## config.mk

```make
export PLATFORM = sky130hd
export DESIGN_NAME = sram_arbiter
export DESIGN_NICKNAME = d
export VERILOG_FILES = /design/src/rtl/sram_arb_pkg.sv /design/src/rtl/sram_arb_starve_cnt.sv /design/src/rtl/sram_arbiter.sv
export SDC_FILE = /design/constraint.sdc
export NUM_CORES = 1
export LEC_CHECK = 0
export CELL_PAD_IN_SITES_DETAIL_PLACEMENT = 1
export CELL_PAD_IN_SITES_GLOBAL_PLACEMENT = 2
export CORE_MARGIN = 2
export CORE_UTILIZATION = 27
export CTS_CLUSTER_DIAMETER = 60
export DETAILED_ROUTE_END_ITERATION = 10
export HOLD_SLACK_MARGIN = 0.08
export PLACE_DENSITY = 0.91
export SETUP_SLACK_MARGIN = 0.4
export SYNTH_ARGS = -nofsm -noshare
export SYNTH_HDL_FRONTEND = slang
export SYNTH_HIERARCHICAL = 1
export SYNTH_SLANG_ARGS = --single-unit
```

## constraint.sdc

```tcl
create_clock -name clk -period 7.2 [get_ports clk]
set_input_delay 1.08 -clock clk [delete_from_list [all_inputs] [get_ports clk]]
set_output_delay 1.08 -clock clk [all_outputs]
set_load 0.01 [all_outputs]
```

## src/rtl/sram_arb_pkg.sv

```systemverilog
// Shared types and constants for the SRAM arbiter slice.
//   arb_state_t : arbiter FSM states
//   grant_t     : encoding of the grant output (current SRAM owner)
//   VGA_SEL     : byte select driven for every VGA fetch (full word)
package sram_arb_pkg;

  localparam int unsigned SEL_W = 4;
  localparam int unsigned CNT_W = 4;

  localparam logic [SEL_W-1:0] VGA_SEL = 4'hF;

  typedef enum logic [1:0] {
    IDLE    = 2'd0,
    VGA_ACC = 2'd1,
    CPU_ACC = 2'd2
  } arb_state_t;

  typedef enum logic [1:0] {
    GNT_NONE = 2'd0,
    GNT_VGA  = 2'd1,
    GNT_CPU  = 2'd2
  } grant_t;

endpackage

```

## src/rtl/sram_arb_starve_cnt.sv

```systemverilog
// Saturating count of VGA grants handed out while the CPU was waiting.
// Ports:
//   clk, rst : clock, async active-high reset
//   inc      : count one more VGA grant (ignored once at MAX)
//   clr      : clear the count (CPU granted); wins over inc
//   at_max   : registered flag, count == MAX
module sram_arb_starve_cnt
  import sram_arb_pkg::*;
#(
  parameter int unsigned MAX = 4
) (
  input  logic clk,
  input  logic rst,
  input  logic inc,
  input  logic clr,
  output logic at_max
);

  logic [CNT_W-1:0] count;
  logic [CNT_W-1:0] count_nxt;

  // Next count: clear dominates, increment saturates at MAX.
  always_comb begin
    count_nxt = count;
    if (clr) begin
      count_nxt = '0;
    end else if (inc && !at_max) begin
      count_nxt = count + CNT_W'(1);
    end
  end

  // at_max is registered from the next count so it tracks count exactly.
  always_ff @(posedge clk or posedge rst) begin
    if (rst) begin
      count  <= '0;
      at_max <= 1'b0;
    end else begin
      count  <= count_nxt;
      at_max <= (count_nxt == CNT_W'(MAX));
    end
  end

endmodule

```

## src/rtl/sram_arbiter.sv

```systemverilog
// Shares one SRAM port between the VGA framebuffer fetcher and the CPU
// data bus. VGA has priority; a starvation counter forces the CPU through
// after CPU_MAX_WAIT VGA grants. One transfer in flight, never pre-empted.
// Ports:
//   clk, rst                         : clock, async active-high reset
//   vga_req/addr -> vga_ack/rdata    : VGA read channel
//   cpu_read/write/addr/wdata/sel    : CPU request channel
//   cpu_ack/rdata                    : CPU completion / read data
//   sram_read/write/addr/wdata/sel   : SRAM command (registered)
//   sram_rdata, sram_busy            : SRAM response / wait
//   grant                            : current owner (0 none, 1 VGA, 2 CPU)
module sram_arbiter
  import sram_arb_pkg::*;
#(
  parameter int unsigned ADDR_W       = 32,
  parameter int unsigned DATA_W       = 32,
  parameter int unsigned CPU_MAX_WAIT = 4
) (
  input  logic              clk,
  input  logic              rst,
  input  logic              vga_req,
  input  logic [ADDR_W-1:0] vga_addr,
  output logic              vga_ack,
  output logic [DATA_W-1:0] vga_rdata,
  input  logic              cpu_read,
  input  logic              cpu_write,
  input  logic [ADDR_W-1:0] cpu_addr,
  input  logic [DATA_W-1:0] cpu_wdata,
  input  logic [3:0]        cpu_sel,
  output logic              cpu_ack,
  output logic [DATA_W-1:0] cpu_rdata,
  output logic              sram_read,
  output logic              sram_write,
  output logic [ADDR_W-1:0] sram_addr,
  output logic [DATA_W-1:0] sram_wdata,
  output logic [3:0]        sram_sel,
  input  logic [DATA_W-1:0] sram_rdata,
  input  logic              sram_busy,
  output logic [1:0]        grant
);

  arb_state_t        state, state_nxt;
  grant_t            grant_q, grant_nxt;
  logic              vga_ack_nxt, cpu_ack_nxt;
  logic              sram_read_nxt, sram_write_nxt;
  logic [ADDR_W-1:0] sram_addr_nxt;
  logic [DATA_W-1:0] sram_wdata_nxt, vga_rdata_nxt, cpu_rdata_nxt;
  logic [3:0]        sram_sel_nxt;
  logic              vga_elig, cpu_elig;
  logic              starve_inc, starve_clr, starve_at_max;

  // A requester is blocked during its own ack cycle (request not yet dropped).
  assign vga_elig = vga_req & ~vga_ack;
  assign cpu_elig = (cpu_read | cpu_write) & ~cpu_ack;
  assign grant    = grant_q;

  sram_arb_starve_cnt #(
    .MAX (CPU_MAX_WAIT)
  ) u_starve (
    .clk    (clk),
    .rst    (rst),
    .inc    (starve_inc),
    .clr    (starve_clr),
    .at_max (starve_at_max)
  );

  // Next-state and next-output logic; all outputs are registered below.
  always_comb begin
    state_nxt      = state;
    grant_nxt      = grant_q;
    vga_ack_nxt    = 1'b0;
    cpu_ack_nxt    = 1'b0;
    vga_rdata_nxt  = vga_rdata;
    cpu_rdata_nxt  = cpu_rdata;
    sram_read_nxt  = sram_read;
    sram_write_nxt = sram_write;
    sram_addr_nxt  = sram_addr;
    sram_wdata_nxt = sram_wdata;
    sram_sel_nxt   = sram_sel;
    starve_inc     = 1'b0;
    starve_clr     = 1'b0;

    case (state)
      IDLE: begin
        if (cpu_elig && (starve_at_max || !vga_elig)) begin
          // Read+write together is a write; reads drive zero write data.
          state_nxt      = CPU_ACC;
          grant_nxt      = GNT_CPU;
          sram_write_nxt = cpu_write;
          sram_read_nxt  = ~cpu_write;
          sram_addr_nxt  = cpu_addr;
          sram_wdata_nxt = cpu_write ? cpu_wdata : '0;
          sram_sel_nxt   = cpu_write ? cpu_sel : VGA_SEL;
          starve_clr     = 1'b1;
        end else if (vga_elig) begin
          state_nxt      = VGA_ACC;
          grant_nxt      = GNT_VGA;
          sram_read_nxt  = 1'b1;
          sram_write_nxt = 1'b0;
          sram_addr_nxt  = vga_addr;
          sram_wdata_nxt = '0;
          sram_sel_nxt   = VGA_SEL;
          starve_inc     = cpu_elig;
        end
      end

      VGA_ACC, CPU_ACC: begin
        // Command held until the SRAM drops busy; that edge completes it.
        if (!sram_busy) begin
          if (state == VGA_ACC) begin
            vga_ack_nxt   = 1'b1;
            vga_rdata_nxt = sram_rdata;
          end else begin
            cpu_ack_nxt = 1'b1;
            if (sram_read) begin
              cpu_rdata_nxt = sram_rdata;
            end
          end
          sram_read_nxt  = 1'b0;
          sram_write_nxt = 1'b0;
          grant_nxt      = GNT_NONE;
          state_nxt      = IDLE;
        end
      end

      default: begin
        state_nxt      = IDLE;
        grant_nxt      = GNT_NONE;
        sram_read_nxt  = 1'b0;
        sram_write_nxt = 1'b0;
      end
    endcase
  end

  // State and output registers.
  always_ff @(posedge clk or posedge rst) begin
    if (rst) begin
      state      <= IDLE;
      grant_q    <= GNT_NONE;
      vga_ack    <= 1'b0;
      cpu_ack    <= 1'b0;
      vga_rdata  <= '0;
      cpu_rdata  <= '0;
      sram_read  <= 1'b0;
      sram_write <= 1'b0;
      sram_addr  <= '0;
      sram_wdata <= '0;
      sram_sel   <= '0;
    end else begin
      state      <= state_nxt;
      grant_q    <= grant_nxt;
      vga_ack    <= vga_ack_nxt;
      cpu_ack    <= cpu_ack_nxt;
      vga_rdata  <= vga_rdata_nxt;
      cpu_rdata  <= cpu_rdata_nxt;
      sram_read  <= sram_read_nxt;
      sram_write <= sram_write_nxt;
      sram_addr  <= sram_addr_nxt;
      sram_wdata <= sram_wdata_nxt;
      sram_sel   <= sram_sel_nxt;
    end
  end

endmodule

```

Word level (Yosys, flattened, before mapping)
Index checks and enable logic that the tools add are counted.
{"block": "word_totals", "regBits": 143, "out_inout_bits": 138, "wordCells": 70}
{"block": "op_classes", "addsub": 1, "n_eq_ne": 5, "mux": 32, "n_bitwise": 8, "n_reduce_logical": 12}
{"operator": "2-to-1 mux 32 bit", "count": 5}
{"operator": "2-to-1 mux 4 bit", "count": 5}
{"operator": "2-to-1 mux 1 bit", "count": 16}
{"operator": "2-to-1 mux 2 bit", "count": 3}
{"operator": "inverter 1 bit", "count": 5}
{"operator": "adder 4 x 1 -> 4 bit (second input constant)", "count": 1}
{"operator": "equality test 4 x 3 -> 1 bit (second input constant)", "count": 1}
{"operator": "one-hot mux 1 bit (2 select lines)", "count": 2}
{"operator": "one-hot mux 2 bit (2 select lines)", "count": 1}
{"operator": "AND reduction 2 bit", "count": 2}
{"operator": "AND reduction 4 bit", "count": 1}
{"operator": "inequality test 3 bit (second input constant)", "count": 1}
{"operator": "AND reduction 3 bit", "count": 1}
{"operator": "bitwise AND 1 bit", "count": 2}
{"operator": "equality test 2 x 1 -> 1 bit (second input constant)", "count": 1}
{"operator": "equality test 2 bit (second input constant)", "count": 1}
{"operator": "logical AND 1 bit", "count": 2}
{"operator": "zero test 1 bit", "count": 2}
{"operator": "zero test 2 bit", "count": 1}
{"operator": "inequality test 2 bit (second input constant)", "count": 1}
{"operator": "nonzero test 2 bit", "count": 1}
{"operator": "OR reduction 2 bit", "count": 1}
{"operator": "logical OR 1 bit", "count": 1}
{"operator": "OR 1 bit", "count": 1}

Longest topological paths before layout
Gate-level depths: netlist of the first run.
{"block": "depth", "word_depth": 11, "depth_mapped": 7, "mapped_depth_nobuf": 6}

Cells and area by module
Netlist of the first run, hierarchy kept.
{"mod": "sram_arbiter", "instances": 1, "cells_each": 443, "area_each_um2": 5724.2, "seq_area_each_um2": 3453.3}
{"mod": "sram_arb_starve_cnt", "instances": 1, "cells_each": 24, "area_each_um2": 261.5, "seq_area_each_um2": 125.1}

Least setup slack after synthesis of the first run
No wires, ideal clock.
{"block": "synth_path", "path_kind": "input to register", "startpoint": "input port vga_req", "endpoint": "register u_starve.at_max", "setup_time_ps": 120, "t_arrival_ps": 2551, "required_ps": 7080, "slack_ps": 4528, "cell_stages": 6, "path_cell_list": "nor3b_1 > clkbuf_1 > and3_1 > nand2b_4 > or3_1 > and4_1"}
{"block": "synth_via", "elab_chain_len": 10, "elab_cells_between_ends": 13, "cone_classes": "eq/ne (1); mux (7); bitwise (1); reduce/logical (4)"}
{"item": "start: declaration", "line_no": "sram_arbiter.sv:21", "text": "input logic vga_req,"}
{"item": "bitwise AND 1 bit *", "line_no": "sram_arbiter.sv:53", "text": "assign vga_elig = vga_req & ~vga_ack;"}
{"item": "zero test 1 bit", "line_no": "sram_arbiter.sv:85", "text": "if (cpu_elig && (starve_at_max || !vga_elig)) begin"}
{"item": "logical OR 1 bit", "line_no": "sram_arbiter.sv:85"}
{"item": "logical AND 1 bit", "line_no": "sram_arbiter.sv:85"}
{"item": "2-to-1 mux 1 bit *", "line_no": "sram_arbiter.sv:85"}
{"item": "2-to-1 mux 1 bit *", "line_no": "sram_arbiter.sv:83", "text": "case (state)"}
{"item": "named net starve_inc", "line_no": "sram_arbiter.sv:50", "text": "logic starve_inc, starve_clr, starve_at_max;"}
{"item": "logical AND 1 bit *", "line_no": "sram_arb_starve_cnt.sv:27", "text": "end else if (inc && !at_max) begin"}
{"item": "2-to-1 mux 4 bit *", "line_no": "sram_arb_starve_cnt.sv:27"}
{"item": "2-to-1 mux 4 bit *", "line_no": "sram_arb_starve_cnt.sv:25", "text": "if (clr) begin"}
{"item": "equality test 4 x 3 -> 1 bit *", "line_no": "sram_arb_starve_cnt.sv:39", "text": "at_max <= (count_nxt == CNT_W'(MAX));"}
{"item": "end signal: assignment", "line_no": "sram_arb_starve_cnt.sv:39"}
{"item": "end: declaration", "line_no": "sram_arb_starve_cnt.sv:16", "text": "output logic at_max"}
Mark *: on every way through the listed nets, which the timed path passes. The rest lies on a longest branch.
A chain may end at the register's enable or synchronous reset.

Final worst setup path of the first run
{"block": "layout_path", "startpoint": "input port cpu_write", "endpoint": "register u_starve.at_max"}
{"block": "layout_via", "elab_chain_len": 9, "elab_cells_between_ends": 12, "cone_classes": "eq/ne (1); mux (7); bitwise (2); reduce/logical (2)"}
{"item": "start: declaration", "line_no": "sram_arbiter.sv:26", "text": "input logic cpu_write,"}
{"item": "OR 1 bit *", "line_no": "sram_arbiter.sv:54", "text": "assign cpu_elig = (cpu_read | cpu_write) & ~cpu_ack;"}
{"item": "bitwise AND 1 bit *", "line_no": "sram_arbiter.sv:54"}
{"item": "2-to-1 mux 1 bit or logical AND 1 bit (tied branches)", "line_no": "sram_arbiter.sv:95, sram_arbiter.sv:85"}
{"item": "2-to-1 mux 1 bit *", "line_no": "sram_arbiter.sv:85"}
{"item": "2-to-1 mux 1 bit *", "line_no": "sram_arbiter.sv:83"}
{"item": "named net starve_inc", "line_no": "sram_arbiter.sv:50"}
{"item": "logical AND 1 bit *", "line_no": "sram_arb_starve_cnt.sv:27"}
{"item": "2-to-1 mux 4 bit *", "line_no": "sram_arb_starve_cnt.sv:27"}
{"item": "2-to-1 mux 4 bit *", "line_no": "sram_arb_starve_cnt.sv:25"}
{"item": "equality test 4 x 3 -> 1 bit *", "line_no": "sram_arb_starve_cnt.sv:39"}
Marked as above.

==> key figures, run 1 <==
Status
  • Result of the run: completed

Global routing
  • Largest net degree at the start of global routing: 72
  • First-pass GRT wire length: 32200 um
  • GRT Total Usage: 0.177
  • Congestion Overflow GR: 0
  • Vias in the first global route: 5563
  • Initial antenna violation count: 0

Yosys
  • Mapped Avg Cell Area: 12.8 um^2
  • Cells after Synth: 467
  • Synthesized area: 5990 um^2
  • Share of Yosys cell area claimed by the top area cell type: 0.598
  • Predominant post-synthesis flop cell: dfrtp_1
  • Count leader, synth: dfrtp_1
  • Sequential cell area fraction in the yosys report: 0.598
  • Register bit count reported by yosys: 143
  • Yosys cell types: 41
  • Synth area leaders: dfrtp_1, mux2_2, a22o_1, a211oi_1, a31oi_1
  • Number of flops mapped to enable cells by yosys: 0
  • Synth cell count leaders: dfrtp_1, mux2_2, nand3_1, o21ai_0
  • Largest area contributor in the netlist: dfrtp_1
  • Post-synth ARST share: 1.00
  • Syn_nets: 608
  • Synth warn: 6

STA
  • Worst Max-Slew Pin Slew: 0.875 ns
  • Setup Viol. Count Final: 0
  • RSZ-0062 raised after global routing: no
  • TNS Setup: 0 ns
  • Count of final hold-check violations: 0
  • Worst clock skew: 0.0122 ns
  • Slew HR: 0.417
  • Fmax: 326 MHz
  • WHS: 0.498 ns
  • Final Cycle Share: 0.425
  • Tmin final: 3.06 ns
  • Max Slew Vio Count: 0

Power
  • Leak Pwr: 3.89 nW
  • Pwr Total: 4.25 mW
  • PwrDens: 442 nW/um^2
  • Max IR drop VDD: 192 uV

Setup path
  • Worst R2R Path Depth: 5
  • CP Capture Type: flop
  • Cell family with most CP delay: simple AND/OR/NAND/NOR gates
  • Crit Path Max Fanout: 35
  • CP Cell Sequence: clkdlybuf4s50_1 > o21ba_2 > and3_1 > nand2b_4 > or3_1 > and4_1
  • Nature of the critical path startpoint: primary input
  • Max incr delay on CP: 0.70 ns
  • Reg-to-reg endpoint: u_starve/at_max
  • Worst Path Required: 7.51 ns
  • WP buf/inv: 1
  • Reg2Reg Launch Point: cpu_ack
  • CP Class: primary input to flop
  • WP data arrival: 3.37 ns
  • R2R Setup Slk: 4.85 ns
  • CP max stage cell: o21ba_2

Min path
  • Hold depth: 1
  • WHS Endpoint: cpu_rdata[24]
  • Hold Crit Class: flop to flop
  • Worst hold path startpoint: cpu_rdata[24]

Die
  • Core area: 21800 um^2
  • Initial Util: 0.274
  • Vert. Die Dim: 153 um
  • FP Rows: 54
  • Die Area: 23400 um^2
  • Die width: 153 um
  • I/O pin total: 276

Clock network
  • # H-tree levels: 4
  • Clk sinks: 143
  • CTS resizes: 0
  • CTS Buf Count: 17
  • CTS Hold Buffers Added: 0
  • Worst-Skew Late Latency: 0.42 ns
  • Clock Path Buffers: 2
  • CTS clk-pin slew, worst paths: 0.07 ns
  • Postcts setup bufs: 0
  • CTS tree: yes
  • CTS Root Cell: clkbuf_16

Detailed routing
  • Number of vias per cell: 5.02
  • DRT Pass-1 Iters: 4
  • Routed WL per cell: 20.3 um
  • DR DRC count: 0
  • Final ANT Viol Nets: 0
  • Drt initial violations: 216
  • DRT Wirelength: 20800 um
  • Via count: 5129

Finish
  • Sequential Area: 3580 um^2
  • Share of cells above drive strength 1: 0.161
  • Area taken by multi-input logic gates: 2180 um^2
  • Total Nets Final: 869
  • Util after Layout: 0.440
  • ANT cells: 0
  • Fillers: 2309
  • Area grow syn2layout: 60.3%

Placed design
  • Port bufs: 275
  • GPL Wtd Cong: 0.742
  • HPWL Detailed: 14500 um

Job
  • Max cap viols: 0
[worst reg2reg max path, stage by stage (launching register included)]
cell and delay (ns):
dfrtp_1 0.45, o21ba_2 0.78, and3_1 0.35, nand2b_4 0.09, or3_1 0.36, and4_1 0.20
[layout make-up]
cell class	instances	area share
tap	280	0.0365
multi-input combinational	274	0.227
inverter	5	0.00248
clock inverter	15	0.0207
sequential	143	0.373
timing repair buffer	287	0.296
clock buffer	17	0.0443
[power by group]
| part | total, mW | internal (mW) | switching [mW] | leakage (nW) |
|---|---|---|---|---|
| clock | 0.937 | 0.532 | 0.405 | 0.306 |
| sequential | 1.38 | 1.17 | 0.202 | 1.74 |
| combinational | 1.93 | 1.06 | 0.876 | 1.85 |
| total | 4.25 | 2.76 | 1.48 | 3.89 |
[metal layers]
| layer | vias up | global-route usage | wire (um) |
|---|---|---|---|
| li1 | 2278 | - | - |
| met1 | 2623 | 0.215 | 8490 |
| met2 | 191 | 0.300 | 10500 |
| met3 | 37 | 0.0493 | 1220 |
| met4 | 0 | 0.0666 | 588 |
| met5 | - | 0 | 0 |
[cell families (layout without fill, tap and decap cells)]
kind of cell,count (synthesis),in the layout,synth area share
XOR/XNOR,1,1,0.00146
flip-flops,143,143,0.598
adder cells (fa/ha/maj),3,3,0.00627
buffers and inverters,50,324,0.0418
AO/OA/AOI/OAI,142,142,0.166
multiplexers,69,69,0.130
AND/OR/NAND/NOR,59,59,0.0569
[cells in the final DEF, fill, tap and decap left out, types with 2 or more instances in the layout]
cell	n
nand2_1	2
o21ai_0	33
inv_8	4
nand3_1	33
nand3b_1	2
a31oi_1	32
nor2_1	4
dfrtp_1	143
clkdlybuf4s50_1	275
buf_4	12
ha_1	3
mux2_2	67
o22a_1	4
clkinv_4	3
bufinv_16	2
inv_1	4
nor2b_1	2
clkinv_8	2
a22o_1	32
a32o_1	3
and3_1	2
a211oi_1	32
clkbuf_16	17
inv_6	5
[stage by stage]
step	std cells	cell area (um^2)	setup slack (ns)
after floorplan	467	5990	2.42
after global placement	989	8970	3.71
after detailed placement	989	8970	3.69
after CTS	1021	9600	4.14
after global routing	1021	9600	3.99
final	1021	9600	4.14
[worst max path at each step]
stage | slack [ns] | to | depth (start not counted) | start
2_1_floorplan | 2.42 | cpu_ack | 1 | rst
6_report | 4.14 | u_starve/at_max | 6 | cpu_write
3_5_place_dp | 3.69 | u_starve/at_max | 6 | cpu_write
5_1_grt | 3.99 | u_starve/at_max | 6 | cpu_write
4_1_cts | 4.14 | u_starve/at_max | 6 | cpu_write
3_3_place_gp | 3.71 | u_starve/at_max | 6 | cpu_write
[sequential cells by signal, summed over array words and instances, names as in the netlist]
signal	count
sram_write	1
sram_wdata	32
vga_rdata	32
u_starve/count	4
cpu_rdata	32
sram_sel	4
vga_ack	1
u_starve/at_max	1
sram_addr	32
sram_read	1
grant	2
cpu_ack	1
No activity file was read; power rests on OpenSTA's default activity.
==> run 2: changes to the inputs <==
CORE_UTILIZATION = 23   (was 27)
PLACE_DENSITY = 0.83   (was 0.91)
clock period = 2.8 ns   (was 7.2 ns; I/O delays follow)
==> key figures, run 2 (synthesis gave the netlist of run 1 again) <==
Global routing
  • Vias in the first global route: 5413 (-2.7%)
  • Initial antenna violation count: 1 (+1)
  • First-pass GRT wire length: 31800 um (-1.1%)
  • GRT Total Usage: 0.152 (-0.0248)
  • Congestion Overflow GR: 0 (unchanged)
  • Largest net degree at the start of global routing: 51 (-29%)

Die
  • Die Area: 27300 um^2 (+17%)
  • FP Rows: 59 (+9.3%)
  • Initial Util: 0.232 (-0.0426)
  • Vert. Die Dim: 165 um (+8.1%)
  • Die width: 165 um (+8.1%)
  • I/O pin total: 276 (unchanged)
  • Core area: 25800 um^2 (+18%)

Power
  • Comb pwr share: 0.461 (+0.006)
  • Internal power: 7.16 mW (+160%)
  • Register share of total power: 0.324 (about the same)
  • Max IR drop VDD: 448 uV (+130%)
  • Clk network pwr share: 0.216 (-0.005)
  • PwrDens: 1120 nW/um^2 (+150%)
  • Sw frac: 0.346 (-0.00305)
  • Switching power: 3.79 mW (+160%)
  • Leak Pwr: 3.91 nW (+0.67%)

STA
  • Final Cycle Share: 0.736
  • TNS Setup: 0 ns (unchanged)
  • Max Slew Vio Count: 0 (unchanged)
  • Tmin final: 2.06 ns
  • Slew HR: 0.560 (+0.143)
  • Setup Viol. Count Final: 0 (unchanged)
  • Setup WS post-layout: 0.739 ns (-3.40 ns)
  • RSZ-0062 raised after global routing: no
  • Worst clock skew: 0.0174 ns (+0.00517 ns)
  • Fmax: 485 MHz
  • Count of final hold-check violations: 0 (unchanged)
  • Worst Max-Slew Pin Slew: 0.659 ns (-0.216 ns)

Setup path
  • Worst Setup SP: grant[0]
  • Reg2Reg Launch Point: grant[0]
  • Worst Path Required: 3.11 ns (-4.40 ns)
  • Nature of the critical path startpoint: flop
  • Crit Path Max Fanout: 32 (-8.6%)
  • R2R Setup Slk: 0.74 ns (-4.11 ns)
  • Reg-to-reg endpoint: cpu_rdata[13]
  • WP data arrival: 2.37 ns (-1.00 ns)
  • Worst R2R Path Depth: 6 (+1)
  • CP Class: flop to flop
  • CP Capture Type: flop
  • Worst Setup EP: cpu_rdata[13]

Finish
  • Most common cell after layout, fill and taps aside: clkdlybuf4s50_1
  • Util after Layout: 0.378 (-0.0621)
  • Total Nets Final: 874 (+0.58%)
  • Area grow syn2layout: 63.0%
  • Share of cells above drive strength 1: 0.166 (+0.00563)
  • Fillers: 2806 (+22%)
  • Most frequent cells in the layout: clkdlybuf4s50_1, dfrtp_1, mux2_2

Placed design
  • Port bufs: 275 (unchanged)
  • Pre-CTS setup slack: 0.338 ns (-3.36 ns)
  • HPWL Detailed: 15000 um (+3.4%)
  • GPL Wtd Cong: 0.733 (-1.3%)

Clock network
  • Clk sinks: 143 (unchanged)
  • CTS Root Cell: clkbuf_16
  • CTS clk-pin slew, worst paths: 0.07 ns (about the same)
  • CTS resizes: 0 (unchanged)
  • Worst-Skew Late Latency: 0.43 ns (about the same)
  • # H-tree levels: 4 (unchanged)
  • CTS Buf Count: 17 (unchanged)
  • CTS tree: yes
  • Clock Path Buffers: 2 (unchanged)
  • CTS Hold Buffers Added: 0 (unchanged)
  • Postcts setup bufs: 0 (unchanged)

Detailed routing
  • DRT Pass-1 Iters: 4 (unchanged)
  • Final ANT Viol Nets: 0 (unchanged)
  • Routed WL per cell: 19.4 um (-4.5%)
  • DRT Wirelength: 21000 um (+1.3%)
  • Number of vias per cell: 4.71 (-6.2%)
  • DR DRC count: 0 (unchanged)
  • Via count: 5099 (-0.58%)
  • Drt initial violations: 243 (+13%)

Min path
  • Hold Crit Class: primary input to asynchronous set/reset pin

Job
  • Max cap viols: 0 (unchanged)

Status
  • Result of the run: completed
## run 2: final cells by class
type | instances | area [um^2] | area share
Sequential cell | 143 | 3580 | 0.367
Timing Repair Buffer | 292 | 2940 | 0.302
Multi-Input combinational cell | 274 | 2190 | 0.224
Clock buffer | 18 | 429 | 0.0440
Tap cell | 335 | 419 | 0.0430
Clock inverter | 14 | 176 | 0.0181
Inverter | 5 | 22.5 | 0.00231
Antenna cell | 1 | 2.50 | 0.000256
## run 2: per-stage QoR
stage                     std cells  power (mW)  hold slack (ns)  cell area (um^2)
after floorplan                 467        5.84            0.199              5990
after global placement         1049        8.56            0.485              9150
after detailed placement       1049        8.68            0.485              9150
after CTS                      1081        11.1            0.279              9750
after global routing           1081        11.6            0.291              9750
final                          1082        10.9            0.288              9760
## run 2: metal layers
| metal | wire length [um] | global-route usage | part of all wire |
|---|---|---|---|
| met1 | 8700 | 0.186 | 0.41 |
| met5 | 0 | 0 | 0 |
| met4 | 575 | 0.0592 | 0.027 |
| met3 | 1400 | 0.0405 | 0.067 |
| met2 | 10400 | 0.255 | 0.49 |
## run 2: worst min-delay path by stage
stage | start | endpoint | slack (ns) | depth (start not counted)
after detailed placement | cpu_rdata[24] | cpu_rdata[24] | 0.49 | 1
after global placement | cpu_rdata[24] | cpu_rdata[24] | 0.48 | 1
final | rst | u_starve/count[3] | 0.29 | 2
after global routing | rst | u_starve/count[3] | 0.29 | 2
after CTS | rst | u_starve/count[3] | 0.28 | 2
after floorplan | rst | u_starve/at_max | 0.20 | 1
## run 2: power groups by stage
stage | combinational, mW | sequential, mW | clock [mW]
floorplan | 1.88 | 3.96 | 0
global placement | 5.02 | 3.54 | 0
detailed placement | 5.09 | 3.60 | 0
CTS | 5.11 | 3.56 | 2.45
global route | 5.44 | 3.69 | 2.52
finish | 5.04 | 3.54 | 2.36
## run 2: critical path: stages, from the launching register on
cell and delay, ns:
dfrtp_1 0.41, inv_1 0.06, ha_1 0.33, nor3b_1 0.30, and2_1 0.23, buf_12 0.22, mux2_2 0.37
